File: config.mk
export PLATFORM = sky130hd
export DESIGN_NAME = calendar_date_counter
export DESIGN_NICKNAME = d
export VERILOG_FILES = /design/src/rtl/calendar_date_counter.sv
export SDC_FILE = /design/constraint.sdc
export NUM_CORES = 1
export LEC_CHECK = 0
export ABC_AREA = 0
export CAP_MARGIN = 20
export CORE_ASPECT_RATIO = 0.7
export CORE_MARGIN = 2
export CORE_UTILIZATION = 57
export CTS_BUF_LIST = sky130_fd_sc_hd__clkbuf_8 sky130_fd_sc_hd__clkbuf_16
export DETAILED_ROUTE_END_ITERATION = 6
export PLACE_DENSITY_LB_ADDON = 0.2
export SYNTH_ARGS = -nofsm -noshare
export SYNTH_HDL_FRONTEND = slang
export SYNTH_SLANG_ARGS = --single-unit
File: constraint.sdc
create_clock -name clk -period 2.88 [get_ports clk]
set_clock_uncertainty 0.2 [all_clocks]
set_input_delay 0.432 -clock clk [delete_from_list [all_inputs] [get_ports clk]]
set_output_delay 0.432 -clock clk [all_outputs]
set_load 0.02 [all_outputs]
File: src/rtl/calendar_date_counter.sv
// Day/month/year keeper over 2000..3999 with Gregorian leap rules.
// A date load is validated by an iterative century count (no divider).
module calendar_date_counter #(
    parameter logic [11:0] YEAR_MIN = 12'd2000,
    parameter logic [11:0] YEAR_MAX = 12'd3999
) (
    input  logic        clk,
    input  logic        rst,
    input  logic        day_tick,
    input  logic        set_en,
    input  logic [4:0]  set_day,
    input  logic [3:0]  set_month,
    input  logic [11:0] set_year,
    output logic [4:0]  day,
    output logic [3:0]  month,
    output logic [11:0] year,
    output logic        leap,
    output logic        busy,
    output logic        year_wrap
);

    typedef enum logic [1:0] {RUN, CALC, CLAMP} state_t;

    state_t      state_q, state_d;
    logic [4:0]  day_q, day_d, day_c_q, day_c_d;
    logic [3:0]  month_q, month_d, month_c_q, month_c_d;
    logic [11:0] year_q, year_d, year_c_q, year_c_d;
    logic        leap_q, leap_d, busy_q, busy_d, wrap_q, wrap_d, pend_q, pend_d;
    logic [6:0]  rem100_q, rem100_d;
    logic [4:0]  cent_q, cent_d;
    logic [10:0] r_q, r_d;

    logic [4:0]  set_day_cl;
    logic [3:0]  set_month_cl;
    logic [11:0] set_year_cl;
    logic [11:0] set_off;

    function automatic logic is_leap(input logic [11:0] yr, input logic [6:0] rem,
                                     input logic [4:0] cnt);
        logic [11:0] off;
        off = yr - YEAR_MIN;
        return (off[1:0] == 2'd0) && ((rem != 7'd0) || (cnt[1:0] == 2'd0));
    endfunction

    function automatic logic [4:0] dim_of(input logic [3:0] mo, input logic lp);
        case (mo)
            4'd2:                      return 5'd28 + {4'd0, lp};
            4'd4, 4'd6, 4'd9, 4'd11:   return 5'd30;
            default:                   return 5'd31;
        endcase
    endfunction

    assign set_day_cl   = (set_day == 5'd0) ? 5'd1 : set_day;
    assign set_month_cl = ((set_month == 4'd0) || (set_month > 4'd12)) ? 4'd1 : set_month;
    assign set_year_cl  = (set_year < YEAR_MIN) ? YEAR_MIN :
                          (set_year > YEAR_MAX) ? YEAR_MAX : set_year;
    assign set_off      = set_year_cl - YEAR_MIN;

    always_comb begin
        logic [6:0]  rem_n;
        logic [4:0]  cent_n;
        logic [11:0] yr_n;
        logic        lp_n;
        logic [4:0]  dm_n;
        rem_n     = rem100_q;
        cent_n    = cent_q;
        yr_n      = year_q;
        lp_n      = leap_q;
        dm_n      = dim_of(month_q, leap_q);
        state_d   = state_q;
        day_d     = day_q;
        month_d   = month_q;
        year_d    = year_q;
        leap_d    = leap_q;
        wrap_d    = 1'b0;
        pend_d    = pend_q;
        rem100_d  = rem100_q;
        cent_d    = cent_q;
        r_d       = r_q;
        day_c_d   = day_c_q;
        month_c_d = month_c_q;
        year_c_d  = year_c_q;

        unique case (state_q)
            RUN: begin
                if (set_en) begin
                    day_c_d   = set_day_cl;
                    month_c_d = set_month_cl;
                    year_c_d  = set_year_cl;
                    r_d       = set_off[10:0];
                    cent_d    = 5'd0;
                    pend_d    = 1'b0;
                    state_d   = CALC;
                end else if (day_tick || pend_q) begin
                    pend_d = 1'b0;
                    if (day_q < dm_n) begin
                        day_d = day_q + 5'd1;
                    end else if (month_q < 4'd12) begin
                        day_d   = 5'd1;
                        month_d = month_q + 4'd1;
                    end else begin
                        day_d   = 5'd1;
                        month_d = 4'd1;
                        if (year_q == YEAR_MAX) begin
                            yr_n   = YEAR_MIN;
                            rem_n  = 7'd0;
                            cent_n = 5'd0;
                            wrap_d = 1'b1;
                        end else begin
                            yr_n   = year_q + 12'd1;
                            rem_n  = (rem100_q == 7'd99) ? 7'd0 : rem100_q + 7'd1;
                            cent_n = (rem100_q == 7'd99) ? cent_q + 5'd1 : cent_q;
                        end
                        year_d   = yr_n;
                        rem100_d = rem_n;
                        cent_d   = cent_n;
                        leap_d   = is_leap(yr_n, rem_n, cent_n);
                    end
                end
            end
            CALC: begin
                pend_d = pend_q | day_tick;
                if (r_q >= 11'd100) begin
                    r_d    = r_q - 11'd100;
                    cent_d = cent_q + 5'd1;
                end else begin
                    rem100_d = r_q[6:0];
                    state_d  = CLAMP;
                end
            end
            CLAMP: begin
                pend_d  = pend_q | day_tick;
                lp_n    = is_leap(year_c_q, rem100_q, cent_q);
                dm_n    = dim_of(month_c_q, lp_n);
                leap_d  = lp_n;
                year_d  = year_c_q;
                month_d = month_c_q;
                day_d   = (day_c_q > dm_n) ? dm_n : day_c_q;
                state_d = RUN;
            end
            default: state_d = RUN;
        endcase

        busy_d = (state_d != RUN);
    end

    always_ff @(posedge clk) begin
        if (rst) begin
            state_q   <= RUN;
            day_q     <= 5'd1;
            month_q   <= 4'd1;
            year_q    <= YEAR_MIN;
            leap_q    <= 1'b1;
            busy_q    <= 1'b0;
            wrap_q    <= 1'b0;
            pend_q    <= 1'b0;
            rem100_q  <= 7'd0;
            cent_q    <= 5'd0;
            r_q       <= 11'd0;
            day_c_q   <= 5'd1;
            month_c_q <= 4'd1;
            year_c_q  <= YEAR_MIN;
        end else begin
            state_q   <= state_d;
            day_q     <= day_d;
            month_q   <= month_d;
            year_q    <= year_d;
            leap_q    <= leap_d;
            busy_q    <= busy_d;
            wrap_q    <= wrap_d;
            pend_q    <= pend_d;
            rem100_q  <= rem100_d;
            cent_q    <= cent_d;
            r_q       <= r_d;
            day_c_q   <= day_c_d;
            month_c_q <= month_c_d;
            year_c_q  <= year_c_d;
        end
    end

    assign day       = day_q;
    assign month     = month_q;
    assign year      = year_q;
    assign leap      = leap_q;
    assign busy      = busy_q;
    assign year_wrap = wrap_q;

endmodule

After elaboration in Yosys (flattened, before gate mapping)
Index checks and enable logic that the tools add are counted.

Bits in registers: 71. Input bits: 25. Output and inout port bits: 24. Logic and storage cells: 162.

Add/sub/neg operators: 11. $lt $le $gt $ge: 7. Equal/unequal tests: 25. Muxes and demuxes: 69. Bitwise operators: 3. Reductions and logical operators: 32.

Operators by type and width (count): $mux 12 (12); $mux 5 (18); $mux 7 (12); $pmux 5 s2 (4); $pmux 12 s2 (1); $mux 11 (2); $pmux 11 s2 (1); $mux 4 (5); $eq 4x3->1 const B (4); $eq 4x4->1 const B (4); $ne 2x2->1 const B (7); $pmux 7 s2 (1); $reduce_bool 7->1 (2); $add 12x1->12 const B (1); $eq 12x12->1 const B (1); $gt 12x12->1 const B (1); $lt 12x11->1 const B (1); $reduce_and 6->1 (2); $ge 11x7->1 const B (1); $sub 11x11->11 const B (1); $sub 11x7->11 const B (1); $add 5x1->5 const B (2); $logic_not 2->1 (5); $reduce_and 5->1 (2); 32 further kinds (56).

Depth between registers and ports, before layout
Word-level depth: 16. Gate-level depth with buffers: 12. Gate-level depth less buffers: 12.

Least setup slack after synthesis
OpenSTA, ideal clock, no wires.

Kind: reg-to-reg. Start: reg month_q[0] (netlist: month[0]). End: reg year_q[8] (netlist: year[8]). Library setup time: 0.122 ns. Arrival: 2.278 ns. Required time: 2.558 ns. Slack: 0.281 ns. Stages on the path, launching flop included: 10. Path buffers: 0. Period minus slack after synthesis: 2.599 ns. Cell sequence: dfxtp_1 -> inv_1 -> ha_1 -> nor3b_1 -> ha_1 -> a21oi_1 -> or3_1 -> o21ai_2 -> o21ai_1 -> a221o_1.

Cells in the longest elaborated chain, start to end: 6. Elaborated cells on any way between the ends: 12. Classes of those cells: order compare: 2; eq/ne: 7; mux: 1; reduce/logical: 2.

RTL lines: from (decl) (line 26) `logic [3:0] month_q, month_d, month_c_q, month_c_d;`; from (signal assigned) (line 166) `month_q <= month_d;`; $eq 4x3->1 or $eq 4x4->1 (tied branches) (line 46) `case (mo)`; $reduce_or 4->1 (line 46); $pmux 5 s2 (line 46); $lt 5x5->1 (line 96) `if (day_q < dm_n) begin`; $ne 2x2->1 (no source line); $reduce_and 5->1 (no source line) (*); to (signal assigned) (line 167) `year_q <= year_d;`; to (decl) (line 27) `logic [11:0] year_q, year_d, year_c_q, year_c_d;`.

Mark *: on every way between the ends. The rest lies on a longest branch, timed or not. A chain may end at the register's enable or synchronous reset.

Final worst setup path
Start: reg rem100_q[1]. End: reg day_q[1] (netlist: day[1]).

Cells in the longest elaborated chain, start to end: 9.

RTL lines: from (decl) (line 29) `logic [6:0] rem100_q, rem100_d;`; from (signal assigned) (line 172) `rem100_q <= rem100_d;`; $reduce_bool 7->1 (*) (line 42) `return (off[1:0] == 2'd0) && ((rem != 7'd0) || (cnt[1:0] == 2'd0));`; $logic_or 1x1->1 (*) (line 42); $logic_and 1x1->1 (*) (line 42); $add 3x2->4 (*) (line 47) `4'd2: return 5'd28 + {4'd0, lp};`; $pmux 5 s2 (*) (line 46); $mux 5 (*) (line 84) `unique case (state_q)`; $gt 5x5->1 (line 138) `day_d = (day_c_q > dm_n) ? dm_n : day_c_q;`; $mux 5 (*) (line 138); $pmux 5 s2 (*) (line 84); to (signal assigned) (line 165) `day_q <= day_d;`; to (decl) (line 25) `logic [4:0] day_q, day_d, day_c_q, day_c_d;`.

Mark *: on every way between the ends. The rest lies on a longest branch, timed or not. The select of a mux whose other input is x is not followed.

==> impl_results.md <==
- Post-Synth XOR/XNOR Area: 0.409%
- Setup slack, reg-to-reg: between 100 and 150 ps
- Worst-path cell chain: inv_2, ha_1, a311o_1, a221o_1, inv_1, ha_1, nor2b_1, o211ai_1, mux2i_1, a221oi_2, a211oi_1
- Hold EP: day_c_q[3]$_SDFFE_PP0P_
- Drc violations: 0
- Main synth FF type: dfxtp_1
- TritonCTS buffer count: 9
- Hold wc startpoint: day_c_q[3]$_SDFFE_PP0P_
- Sum of negative setup slack: 0 ps
- Hold Crit Depth: 2
- Critical path fanouts, max: 6
- Final antenna-violating net count: 0
- Hold Crit Class: reg2reg
- Hold-fix buffers, CTS: 0
- Clk_lat worst skew: 350 ps
- Layout cell share with drive strength beyond 1: approximately an eighth
- R2r worst-path depth: 11
- Initial Util: roughly 60%
- Yosys reg bits: 68
- Chip Height: 76.5 um
- Initial antenna violation count: 0
- Fmax: ~360 MHz
- CP arrival: roughly 2800 ps
- Syn nets: 588
- Final wirelength: around 13 mm
- Vias in the first global route: roughly 4.1k
- Fin cells: roughly 710
- CTS H-tree depth: 3
- Hold Vio Cnt, Final: 0
- Die width: 108 um
- Critical Path Most Common Cell: ha_1
- Placed cells: about 700
- Synthesized cell area: between 0.004 and 0.005 mm^2
- Number of flops mapped to enable cells by yosys: 0
- Adder-cell area share of the yosys netlist: 5.26%
- TritonCTS Sinks: slightly below 70
- Via density: ~6.4
- Die Area: roughly 0.0082 mm^2
- Mux contribution to synthesized area: less than 1%
- Complex-gate fraction of the synthesized area: around a third
- Routed length per instance: 17.8 um
- First-pass GRT wire length: between 20 and 25 mm
- PortBufs: 48
- TritonCTS clock tree: yes
- DP Wirelength: between 9 and 10 mm
- Delay-heaviest family, CP: compound AO/OA/AOI/OAI gates
- Post-Synth Simple-Gate Area: a little under a quarter
- Uppermost layer routed: met4
- Top Ports: 49
- Gate Count Post-Synth: 545
- # nets final: 648
- Netlist cell types: 83
- Total Power: between 2 and 3 mW
- Largest vdd supply drop: between 0.0002 and 0.0003 V
- Nature of the critical path endpoint: flip-flop
- Post-cts sizing count: 0
- Leading post-synthesis cells by cell area: dfxtp_1 32%, a21oi_1 6.1%, nand2_1 5.3%, ha_1 5.3%, nor2_1 4.4%
- Routed length on met3: around 1.3 mm
- Min Hold Slack: between 200 and 300 ps
- Synth warn: 0
- Post-CTS setup buffers: 0
- Wire length on met1: slightly below 6 mm
- PwrDens: about 540 mW/mm^2
- Antenna fix cells: 0
- WL met2: approximately 5.4 mm
- Top cells by count, synth: 68 x dfxtp_1, 61 x nand2_1, 52 x a21oi_1
- Worst slack, placed: approximately 35 ps
- Final Wtd Congestion: 0.967
- Core area: between 0.007 and 0.008 mm^2
- Slowest Stage Delay on Critical Path: 440 ps
- Crit Path Class: reg2reg
- Crit start category: flip-flop
- CP max stage cell: a311o_1
- Area growth syn-to-layout: 21.7%
- Lkg Pwr: roughly 1.9 nW
- Cell Rows: 26
- Top-area cell type share of the netlist area: 31.8%
- Largest net degree at the start of global routing: 57
- Fill count: about 600
- Max-Slew Margin vs Limit: a little over a third
- Fin crit period: 2750 ps
- Clock-pin slew on the worst setup and hold paths: about 80 ps
- Finish-stage setup viols: 0
- Starting DRT DRC Count: 374
- Status: completed
- Largest family of logic cells by synthesized area: compound AO/OA/AOI/OAI gates
- Period utilization: around 95%
- Total track usage: a little under a third
- Routed vias: about 4.5k
- Max-slew violations: 0
- Final worst slack: ~130 ps
- Worst r2r dst: day[1]$_SDFFE_PP0P_
- Root Driver: clkbuf_8
- Top-count cell post-synth: dfxtp_1
- Crit path required time: 2950 ps
- RSZ-0062 raised after global routing: false
- GRT Residual Overflow: 0
- Synth async-reset ratio: 0%
- Max Cap Viol: 0
- Worst-margin pin slew: roughly 960 ps
- CTS Buffer Depth: 2
- Worst r2r src: rem100_q[1]$_SDFFE_PP0P_
- Synth Area per Inst: slightly below 8 um^2
- Top cell type by total area after synthesis: dfxtp_1
- Sequential share of the synthesized area: 31.8%
- CP bufs+invs: 2
- First-pass iteration count of the detailed router: 6
-- kinds of logic (layout without fill, tap and decap cells) --
group | count (synthesis) | after routing
AND/OR/NAND/NOR | 202 | 202
AO/OA/AOI/OAI | 198 | 198
multiplexers | 3 | 3
flip-flops | 68 | 68
buffers and inverters | 54 | 119
adder cells (fa/ha/maj) | 18 | 18
XOR/XNOR | 2 | 2
-- how the worst max path moves through the flow --
stage                              from                   end  slack [ps]  depth (start not counted)
2_1_floorplan     month[0]$_SDFFE_PP1P_  year[8]$_SDFFE_PP1P_         280                          9
3_3_place_gp                set_year[7]   r_q[8]$_SDFFE_PP0P_          80                         10
3_5_place_dp                set_year[7]   r_q[8]$_SDFFE_PP0P_          40                         10
4_1_cts          cent_q[0]$_SDFFE_PP0P_   day[0]$_SDFFE_PP1P_         110                         12
5_1_grt        rem100_q[1]$_SDFFE_PP0P_   day[0]$_SDFFE_PP1P_           9                         11
6_report       rem100_q[1]$_SDFFE_PP0P_   day[1]$_SDFFE_PP0P_         130                         11
-- registers in the layout, indices dropped and copies added (netlist names) --
signal     cells
r_q           11
cent_q         2
busy           1
year          12
rem100_q       7
day_c_q        5
year_wrap      1
month_c_q      4
month          4
pend_q         1
state_q        2
day            5
leap           1
year_c_q      12
-- routing by layer --
| metal | up-vias | global-route usage, % |
|---|---|---|
| met3 | 14 | 8.81 |
| li1 | 2161 | - |
| met1 | 2132 | 45.8 |
| met4 | 0 | 7.31 |
| met2 | 216 | 45.5 |
| met5 | - | 0 |
-- worst min-delay path, delay by kind of cell, from the launching register on --
kind,cells,cell delay [ps]
flops,1,330
simple gates,1,50
compound gates,1,50
-- where the power goes --
group,internal [mW],switching (mW)
logic,0.324,0.483
clock network,0.511,0.388
registers,1.02,0.0959
total,1.86,0.967
-- cells in the final DEF (no fill, tap or decap), types with 7 or more instances in the layout --
cell type / netlist / layout
a211oi_1: 10 / 10
dfxtp_1: 68 / 66
nand2b_1: 9 / 9
nand2_1: 61 / 61
nor2_1: 50 / 50
nor3b_1: 7 / 7
o21ai_0: 35 / 35
nor4_1: 10 / 10
o32ai_1: 10 / 10
clkbuf_8: 1 / 10
ha_1: 18 / 18
a31oi_1: 7 / 7
clkdlybuf4s50_1: 0 / 47
nand3_1: 15 / 15
buf_4: 1 / 29
nor3_1: 14 / 14
a21oi_1: 52 / 52
o211ai_1: 8 / 8
inv_1: 25 / 24
-- per-stage QoR --
stage,cell area [um^2],util (%)
2_1_floorplan,4280,-
3_3_place_gp,4970,68.3
3_5_place_dp,4970,68.3
4_1_cts,5200,71.3
5_1_grt,5210,71.5
6_report,5210,71.5
-- layout make-up --
| class | count | area [um^2] | area share [%] |
|---|---|---|---|
| clock inverters | 6 | 87.6 | 1.68 |
| flip-flops and latches | 68 | 1370 | 26.2 |
| multi-input cells | 423 | 2690 | 51.7 |
| well taps | 98 | 123 | 2.35 |
| inverters | 26 | 111 | 2.14 |
| clock buffers | 10 | 138 | 2.64 |
| repair buffers | 77 | 693 | 13.3 |
Power figures use the tool's default switching activity.
==> RTL change: new RTL, same settings <==
Add an input register stage for `day_tick`, `set_en`, `set_day`, `set_month` and `set_year`, without a reset; this delays them by one clock.
--- a/src/rtl/calendar_date_counter.sv
+++ b/src/rtl/calendar_date_counter.sv
@@ -21,6 +21,20 @@
 
     typedef enum logic [1:0] {RUN, CALC, CLAMP} state_t;
 
+    logic day_tick_q;
+    logic set_en_q;
+    logic [4:0] set_day_q;
+    logic [3:0] set_month_q;
+    logic [11:0] set_year_q;
+
+    always_ff @(posedge clk) begin
+        day_tick_q  <= day_tick;
+        set_en_q    <= set_en;
+        set_day_q   <= set_day;
+        set_month_q <= set_month;
+        set_year_q  <= set_year;
+    end
+
     state_t      state_q, state_d;
     logic [4:0]  day_q, day_d, day_c_q, day_c_d;
     logic [3:0]  month_q, month_d, month_c_q, month_c_d;
@@ -50,10 +64,10 @@
         endcase
     endfunction
 
-    assign set_day_cl   = (set_day == 5'd0) ? 5'd1 : set_day;
-    assign set_month_cl = ((set_month == 4'd0) || (set_month > 4'd12)) ? 4'd1 : set_month;
-    assign set_year_cl  = (set_year < YEAR_MIN) ? YEAR_MIN :
-                          (set_year > YEAR_MAX) ? YEAR_MAX : set_year;
+    assign set_day_cl   = (set_day_q == 5'd0) ? 5'd1 : set_day_q;
+    assign set_month_cl = ((set_month_q == 4'd0) || (set_month_q > 4'd12)) ? 4'd1 : set_month_q;
+    assign set_year_cl  = (set_year_q < YEAR_MIN) ? YEAR_MIN :
+                          (set_year_q > YEAR_MAX) ? YEAR_MAX : set_year_q;
     assign set_off      = set_year_cl - YEAR_MIN;
 
     always_comb begin
@@ -83,7 +97,7 @@
 
         unique case (state_q)
             RUN: begin
-                if (set_en) begin
+                if (set_en_q) begin
                     day_c_d   = set_day_cl;
                     month_c_d = set_month_cl;
                     year_c_d  = set_year_cl;
@@ -91,7 +105,7 @@
                     cent_d    = 5'd0;
                     pend_d    = 1'b0;
                     state_d   = CALC;
-                end else if (day_tick || pend_q) begin
+                end else if (day_tick_q || pend_q) begin
                     pend_d = 1'b0;
                     if (day_q < dm_n) begin
                         day_d = day_q + 5'd1;
@@ -119,7 +133,7 @@
                 end
             end
             CALC: begin
-                pend_d = pend_q | day_tick;
+                pend_d = pend_q | day_tick_q;
                 if (r_q >= 11'd100) begin
                     r_d    = r_q - 11'd100;
                     cent_d = cent_q + 5'd1;
@@ -129,7 +143,7 @@
                 end
             end
             CLAMP: begin
-                pend_d  = pend_q | day_tick;
+                pend_d  = pend_q | day_tick_q;
                 lp_n    = is_leap(year_c_q, rem100_q, cent_q);
                 dm_n    = dim_of(month_c_q, lp_n);
                 leap_d  = lp_n;
Check against the original RTL: not equivalent (a bounded check fails within 4 cycles, from zero or initial values and one cycle with rst high).
==> RTL change against the original RTL <==
  * Routed wire length fell by 4.1%
  * Clock power up 46%
  * Design area rose by 6.4%
  * Die area up 6.8%
  * Total power grew 42%
  * Sequential cell count rose by 23
  * Fmax is 1.9% lower
  * Synthesized cell count is 3.3% higher
  * Via count decreased by 2.1%
  * Non-clock buffer count shrank 10
  * Worst setup slack got worse by 52 ps
  * Area after synthesis is 7.1% higher
==> RTL change: results (changes against the original RTL) <==
| Metric | Value |
|---|---|
| Run status | `complete, no violations` |
| Placed inst area | `5190 µm² (+4.4%)` |
| Worst Hold Path EP | `day_c_q[2]` |
| Number of global-route vias before repair | `4188 (+1.6%)` |
| First-pass GRT wire length | `20180 µm (-2.1%)` |
| LEAKAGE | `2.125 nW (+14%)` |
| Start of the worst register-to-register path | `month[0]` |
| Net count after synthesis | `606 (+3.1%)` |
| Placed insts | `697 (+0.72%)` |
| R2R cell count | `9 (-2)` |
| Post-synthesis sequential area ratio | `39.73% (+7.9 points)` |
| Slowest cell delay on critical path | `560 ps (+120 ps)` |
| Post_cts resized | `2 (+2)` |
| Synth top area cells | `dfxtp_1, a21oi_1, ha_1` |
| Pin count of the biggest net entering global routing | `34 (-40%)` |
| Yosys cell types | `66 (-20%)` |
| Placement Setup Slack | `11.72 ps (-23.69 ps)` |
| Total GRT Usage | `28.12% (-3.2 points)` |
| PwrDens | `721.7 nW/µm² (+33%)` |
| DR iter-0 viols | `338 (-9.6%)` |
| Syn_area_per_cell | `8.145 µm² (+3.7%)` |
| DR vias | `4429 (-2.1%)` |
| Top post-synthesis cells by count | `dfxtp_1, nand2_1, nor2_1, a21oi_1, o21ai_0` |
| Power Combinational | `1.14 mW (+41%)` |
| Clock root buffer | `clkbuf_16` |
| Post-Synth Adder-Cell Area | `4.911% (-0.35 points)` |
| DRT Pass-1 Iters | `5 (-1)` |
| Hold_sp | `set_day_q[2]` |
| Gpl congestion | `0.8853 (-8.4%)` |
| Multiplexer share of the synthesized area | `1.610% (+0.88 points)` |
| Final Hold Slack | `263.1 ps (-11.83 ps)` |
| Hpwl dp | `8612 µm (-5.1%)` |
| Area of the multi-input gates | `2545 µm² (-5.4%)` |
| Clk pwr share | `32.9% (+1.1 points)` |
| Final net count | `650 (+0.31%)` |
| Compound-gate portion of the synthesized area | `25.35% (-7.3 points)` |
| Fill cells | `635 (+5.3%)` |
| Share of layout cells above drive strength 1 | `9.150% (-3.0 points)` |
| Max Clock Freq | `0.3572 GHz (-1.9%)` |
RTL change: changes by cell type after synthesis, sizes merged, moves of 4 or more:
cell,delta
and3,+8
a2111oi,-4
a22oi,+5
nor4,-7
nand3,+5
a21oi,-6
o32ai,-6
clkbuf,+8
dfxtp,+23
o21a,-4
RTL change: cell type report:
cell class	instances	area share [%]
multi-input combinational	413	45.89
clock inverter	4	1.309
sequential	91	32.87
timing repair buffer	67	11.15
tap	101	2.279
clock buffer	12	4.806
inverter	25	1.692
RTL change: metal layers:
layer	vias to the layer above	wire length (µm)	global-route usage, %
met5	-	0	0
met4	0	133	7.778
met3	14	931	5.878
met2	211	5438	44.88
met1	2067	5593	38.98
li1	2137	-	-
RTL change: kinds of logic (layout without fill, tap and decap cells):
group | Yosys count | after routing
simple gates | 208 | 208
flops | 91 | 91
fa+ha+maj | 18 | 18
xor+xnor | 7 | 7
mux | 7 | 7
compound gates | 173 | 173
buf+inv | 59 | 108
